[src/rtl/mem_wb_pipe_reg.sv]
// MEM->WB pipeline boundary register with valid/ready handshake, optional
// 2-entry skid buffer, synchronous flush and a saturating stall counter.
module mem_wb_pipe_reg #(
  parameter int DATA_W      = 64,
  parameter int RD_W        = 5,
  parameter int CTRL_W      = 1,
  parameter int SKID        = 1,
  parameter int STALL_CNT_W = 16
) (
  input  logic                   clk,
  input  logic                   reset,
  input  logic                   in_valid,
  output logic                   in_ready,
  input  logic [RD_W-1:0]        Rd_in,
  input  logic [DATA_W-1:0]      Dw_in,
  input  logic [CTRL_W-1:0]      control_in,
  input  logic                   flush,
  output logic                   out_valid,
  input  logic                   out_ready,
  output logic [RD_W-1:0]        Rd_out,
  output logic [DATA_W-1:0]      Dw_out,
  output logic [CTRL_W-1:0]      control_out,
  output logic [STALL_CNT_W-1:0] stall_cnt
);

  localparam bit use_skid = (SKID != 0);
  localparam logic [STALL_CNT_W-1:0] stall_one = {{(STALL_CNT_W-1){1'b0}}, 1'b1};

  logic              main_valid;
  logic [RD_W-1:0]   main_rd;
  logic [DATA_W-1:0] main_dw;
  logic [CTRL_W-1:0] main_ctrl;

  logic              skid_valid;
  logic [RD_W-1:0]   skid_rd;
  logic [DATA_W-1:0] skid_dw;
  logic [CTRL_W-1:0] skid_ctrl;

  logic accept;
  logic pop;

  // With the skid buffer in_ready comes straight from a flop, breaking the
  // combinational out_ready -> in_ready path back into the MEM stage.
  always_comb begin
    in_ready = 1'b0;
    if (use_skid) begin
      in_ready = ~skid_valid;
    end else begin
      in_ready = ~main_valid | out_ready;
    end
    accept = in_valid & in_ready;
    pop    = main_valid & out_ready;
  end

  always_ff @(posedge clk or negedge reset) begin
    if (!reset) begin
      main_valid <= 1'b0;
      main_rd    <= '0;
      main_dw    <= '0;
      main_ctrl  <= '0;
      skid_valid <= 1'b0;
      skid_rd    <= '0;
      skid_dw    <= '0;
      skid_ctrl  <= '0;
    end else if (flush) begin
      main_valid <= 1'b0;
      skid_valid <= 1'b0;
    end else if (pop) begin
      if (skid_valid) begin
        main_rd    <= skid_rd;
        main_dw    <= skid_dw;
        main_ctrl  <= skid_ctrl;
        skid_valid <= 1'b0;
      end else if (accept) begin
        main_rd   <= Rd_in;
        main_dw   <= Dw_in;
        main_ctrl <= control_in;
      end else begin
        main_valid <= 1'b0;
      end
    end else if (accept) begin
      // A held main entry pushes the newcomer into the skid slot (FIFO order).
      if (!main_valid) begin
        main_valid <= 1'b1;
        main_rd    <= Rd_in;
        main_dw    <= Dw_in;
        main_ctrl  <= control_in;
      end else if (use_skid) begin
        skid_valid <= 1'b1;
        skid_rd    <= Rd_in;
        skid_dw    <= Dw_in;
        skid_ctrl  <= control_in;
      end
    end
  end

  always_ff @(posedge clk or negedge reset) begin
    if (!reset) begin
      stall_cnt <= '0;
    end else if (main_valid && !out_ready && !(&stall_cnt)) begin
      stall_cnt <= stall_cnt + stall_one;
    end
  end

  assign out_valid   = main_valid;
  assign Rd_out      = main_rd;
  assign Dw_out      = main_dw;
  assign control_out = main_valid ? main_ctrl : '0;

endmodule

[config.mk]
export PLATFORM = sky130hd
export DESIGN_NAME = mem_wb_pipe_reg
export DESIGN_NICKNAME = d
export VERILOG_FILES = /design/src/rtl/mem_wb_pipe_reg.sv
export SDC_FILE = /design/constraint.sdc
export NUM_CORES = 1
export LEC_CHECK = 0
export ABC_AREA = 1
export BUFFER_PORTS_ARGS = -buffer_cell sky130_fd_sc_hd__buf_2
export CORE_ASPECT_RATIO = 0.9
export CORE_UTILIZATION = 59
export DETAILED_ROUTE_END_ITERATION = 12
export GPL_ROUTABILITY_DRIVEN = 0
export PLACE_DENSITY = 0.86
export SYNTH_ARGS = -nofsm -noshare
export SYNTH_HDL_FRONTEND = slang
export SYNTH_SLANG_ARGS = --single-unit
[constraint.sdc]
create_clock -name clk -period 4.35 [get_ports clk]
set_clock_uncertainty 0.2 [all_clocks]
set_input_delay 0.2175 -clock clk [delete_from_list [all_inputs] [get_ports clk]]
set_output_delay 0.2175 -clock clk [all_outputs]
set_load 0.01 [all_outputs]
==> results <==
- The average cell area after synthesis is 8.233 µm².
- Across every metal layer, demand over resource in global routing totals 0.2976.
- The flip-flop and latch count after synthesis is 158.
- The endpoint type of the worst setup path is a flop.
- The run finished with clean final reports.
- CTS built an H-tree with a depth of 4.
- The first detailed-routing pass ran for 7 iterations.
- Once layout is done, the placed cells without fillers occupy 9525 µm².
- The register area share after synthesis is 0.5266.
- The number of buffers added by the clock tree synthesis step is 17.
- The critical path in this run is classified as in2reg.
- The share of synthesized area in the top cell type comes to 0.5266.
- Counting flops with an async set or reset pin after synthesis yields a share of 1.000.
- Once detail routing completed, the nets flagged for antenna violations numbered 0.
- The count of unique library cells instantiated by Yosys is 25.
- The data required time of the critical path is 4.44 ns.
- The post-synthesis cell count is 912.
- Relative to the synthesized area, the layout overhead comes to 26.86%.
- The static power due to leakage is 0.005136 µW.
- The total number of placement rows is 38.
- The first global-routing pass estimated 30,680 µm of wire.
- The floorplan step defined a die boundary enclosing 13,180 µm².
- The final routed wire length divided by cell count is 14.32 µm.
- The number of global-route vias before repair is 6,748.
- The final-report max-slew violation count is 0.
- The estimated wirelength of the detail-placed design is 10,620 µm.
- The summed negative setup slack over all endpoints is 0 ns.
- Timing analysis after detailed placement gives a worst setup slack of 2.055 ns.
- The finished layout holds 1,295 standard cells, fillers aside.
- The storage element area is 3954 µm².
- The number of synthesized flops with an enable pin is 0.
- The class of the worst hold path is in2reg.
- In this run the deepest clock path goes through 2 buffers.
- TritonCTS built the clock tree.
- Max-cap violations in this run came to 0.
- The via density per instance is 5.228.
- The number of placed instances, taps included, is 1,189.
- The multi-input combinational cells in the finished layout cover a total of 2841 µm².
- Entering global routing, the biggest net connects 113 pins.
- In this run the power density over the cells is 446.5 nW/µm².
- The final layout contains 1,197 nets.
- The height of the chip is 109.0 µm.
- The final critical-path setup slack is 1.928 ns.
- The width of the chip is 120.9 µm.
- The number of hold-slack violations in the final timing report is 0.
- The synthesized cell area is 7508 µm².
- The synthesized net count is 988.
- The final standard cell utilization of the core is 0.7795.
- The later pin in the worst-skew pair is clocked with a latency of 0.41 ns.
- The first routing iteration left 577 violations.
- Across the VDD grid, the largest voltage drop is 308.1 µV.
- In the final layout, the share of cells above drive strength 1 is 0.2213.
- The number of antenna violations at the first check in global routing is 1.
- The critical path data arrival time is 2.51 ns.
- The count of vias placed by the detailed router is 6,770.
- The sort of element at the start of the critical path is an input pin.
- The final critical-path share of the clock period is 0.5568.
- The number of gates resized after CTS was 0.
- The placeable core region is 12,220 µm².
- Yosys attributes the largest share of cell area to sky130_fd_sc_hd__dfrtp_1, sky130_fd_sc_hd__nand2_1, sky130_fd_sc_hd__o21ai_0, sky130_fd_sc_hd__a21oi_2, sky130_fd_sc_hd__nor2_1.
- The count of buffers added on input and output ports is 162.
- For this configuration, the core starts out at a cell density of 0.6145.
- The DRC violation count after routing is 0.
- In the synthesized netlist the dominant register cell turns out to be sky130_fd_sc_hd__dfrtp_1.
- The clock root buffer is sky130_fd_sc_hd__clkbuf_16.
- The count of fill cells added during filler insertion is 836.
- Setup violations remaining at the end of the flow were counted as 0.
- Setup repair after global routing left no endpoint under its margin.
- The global-route congestion overflow total is 0.
- The maximum net fanout on the critical path is 71.
- For this block, the routed nets add up to 18,550 µm of wire.
- The post-route minimum period is 2.422 ns.
- For this run, the number of Yosys warnings is 0.
- The cell area reported after detailed placement is 8215 µm².
- Counting every sink on the clock net gives 158.
- The worst slew margin relative to its limit is 0.3468.
- Clock-pin slew was measured on the worst setup and hold paths at 0.06 ns.
- Static timing analysis puts the maximum clock frequency at 412.9 MHz.
- The boundary pin count is 163.
- The transition time at the pin with the least slew margin is 0.9797 ns.
- The largest total area in the synthesized netlist belongs to sky130_fd_sc_hd__dfrtp_1.
[final timing paths]
check                            startpoint     endpoint  slack [ns]  depth (start not counted)
worst max-delay path                  flush    out_valid        1.93                          9
worst min-delay path              out_ready   skid_valid        0.04                          4
worst max register to register   skid_valid    out_valid        1.95                          7
worst min register to register  skid_dw[23]  skid_dw[23]        0.29                          2
max in group asynchronous             reset   Dw_out[25]        2.74                          3
min in group asynchronous             reset   skid_dw[2]        0.22                          2
[cell usage in the layout, fill, tap and decap left out, drive strengths merged]
master / n
clkinv: 6
clkinvlp: 2
inv: 96
diode: 1
ha: 1
xor2: 4
nand3: 7
a21oi: 70
buf: 169
dlygate4sd3: 73
o31ai: 1
nand4: 3
nor2: 92
o21ai: 151
nand2: 281
xnor2: 2
bufinv: 1
clkbuf: 17
dfrtp: 158
[worst max-delay path, stage by stage]
cell                            delay, ns
sky130_fd_sc_hd__dlygate4sd3_1       0.54
sky130_fd_sc_hd__buf_2               0.14
sky130_fd_sc_hd__nor2_2              0.06
sky130_fd_sc_hd__nand2_1             0.06
sky130_fd_sc_hd__o21ai_1             0.06
sky130_fd_sc_hd__inv_2               0.11
sky130_fd_sc_hd__buf_4               0.55
sky130_fd_sc_hd__o31ai_1             0.17
sky130_fd_sc_hd__dlygate4sd3_1       0.60
[stage by stage]
| step | power [µW] | hold WS (ns) |
|---|---|---|
| global placement | 2717 | 0.1304 |
| detailed placement | 2762 | 0.1273 |
| global route | 4477 | 0.04648 |
| floorplan | 2430 | -0.2781 |
| CTS | 4257 | 0.02623 |
| finish | 4253 | 0.04263 |
[power breakdown]
group          switching [µW]  internal, µW  total [µW]  leakage (µW)
logic                     494           359         853       0.00295
clock network             640           806        1450      0.000279
registers                 174          1780        1960       0.00191
total                    1310          2950        4250       0.00514
[sequential cells by signal (all words and copies together), names as in the netlist]
| signal | count |
|---|---|
| skid_dw | 64 |
| skid_valid | 1 |
| Rd_out | 5 |
| skid_ctrl | 1 |
| skid_rd | 5 |
| out_valid | 1 |
| main_ctrl | 1 |
| Dw_out | 64 |
| stall_cnt | 16 |
[repair_timing]
| item | CTS | global route |
|---|---|---|
| buffers inserted | 0 | 0 |
| hold endpoints to repair | 226 | 0 |
| hold buffers | 73 | 0 |
[layout make-up]
type / instances / share of cell area
flip-flops and latches: 158 / 0.4151
multi-input cells: 612 / 0.2983
inverters: 90 / 0.03547
diodes: 1 / 0.0002627
clock buffers: 17 / 0.04466
clock inverters: 15 / 0.01589
well taps: 160 / 0.02102
repair buffers: 242 / 0.1693
[logic make-up after synthesis]
group / after synthesis / synth area share
AND/OR/NAND/NOR: 383 / 0.2013
buffers and inverters: 142 / 0.09565
adder cells (fa/ha/maj): 1 / 0.001666
flip-flops: 158 / 0.5266
AO/OA/AOI/OAI: 222 / 0.1678
XOR/XNOR: 6 / 0.006999
[synth_stat cells, types with 3 or more instances]
| master | number |
|---|---|
| sky130_fd_sc_hd__a21oi_1 | 32 |
| sky130_fd_sc_hd__a21oi_2 | 38 |
| sky130_fd_sc_hd__buf_4 | 7 |
| sky130_fd_sc_hd__buf_6 | 21 |
| sky130_fd_sc_hd__clkbuf_1 | 23 |
| sky130_fd_sc_hd__dfrtp_1 | 158 |
| sky130_fd_sc_hd__inv_1 | 85 |
| sky130_fd_sc_hd__inv_2 | 5 |
| sky130_fd_sc_hd__nand2_1 | 280 |
| sky130_fd_sc_hd__nand3_1 | 6 |
| sky130_fd_sc_hd__nand4_1 | 3 |
| sky130_fd_sc_hd__nor2_1 | 88 |
| sky130_fd_sc_hd__o21ai_0 | 119 |
| sky130_fd_sc_hd__o21ai_1 | 31 |
| sky130_fd_sc_hd__xor2_1 | 4 |
[per-layer routing]
| layer | vias up | track usage | share of wire |
|---|---|---|---|
| met5 | - | 0 | 0 |
| met4 | 0 | 0.1279 | 0.018 |
| met3 | 29 | 0.07218 | 0.062 |
| met2 | 246 | 0.5171 | 0.51 |
| met1 | 3210 | 0.3544 | 0.41 |
| li1 | 3285 | - | - |
(Power assumes the default switching activity.)
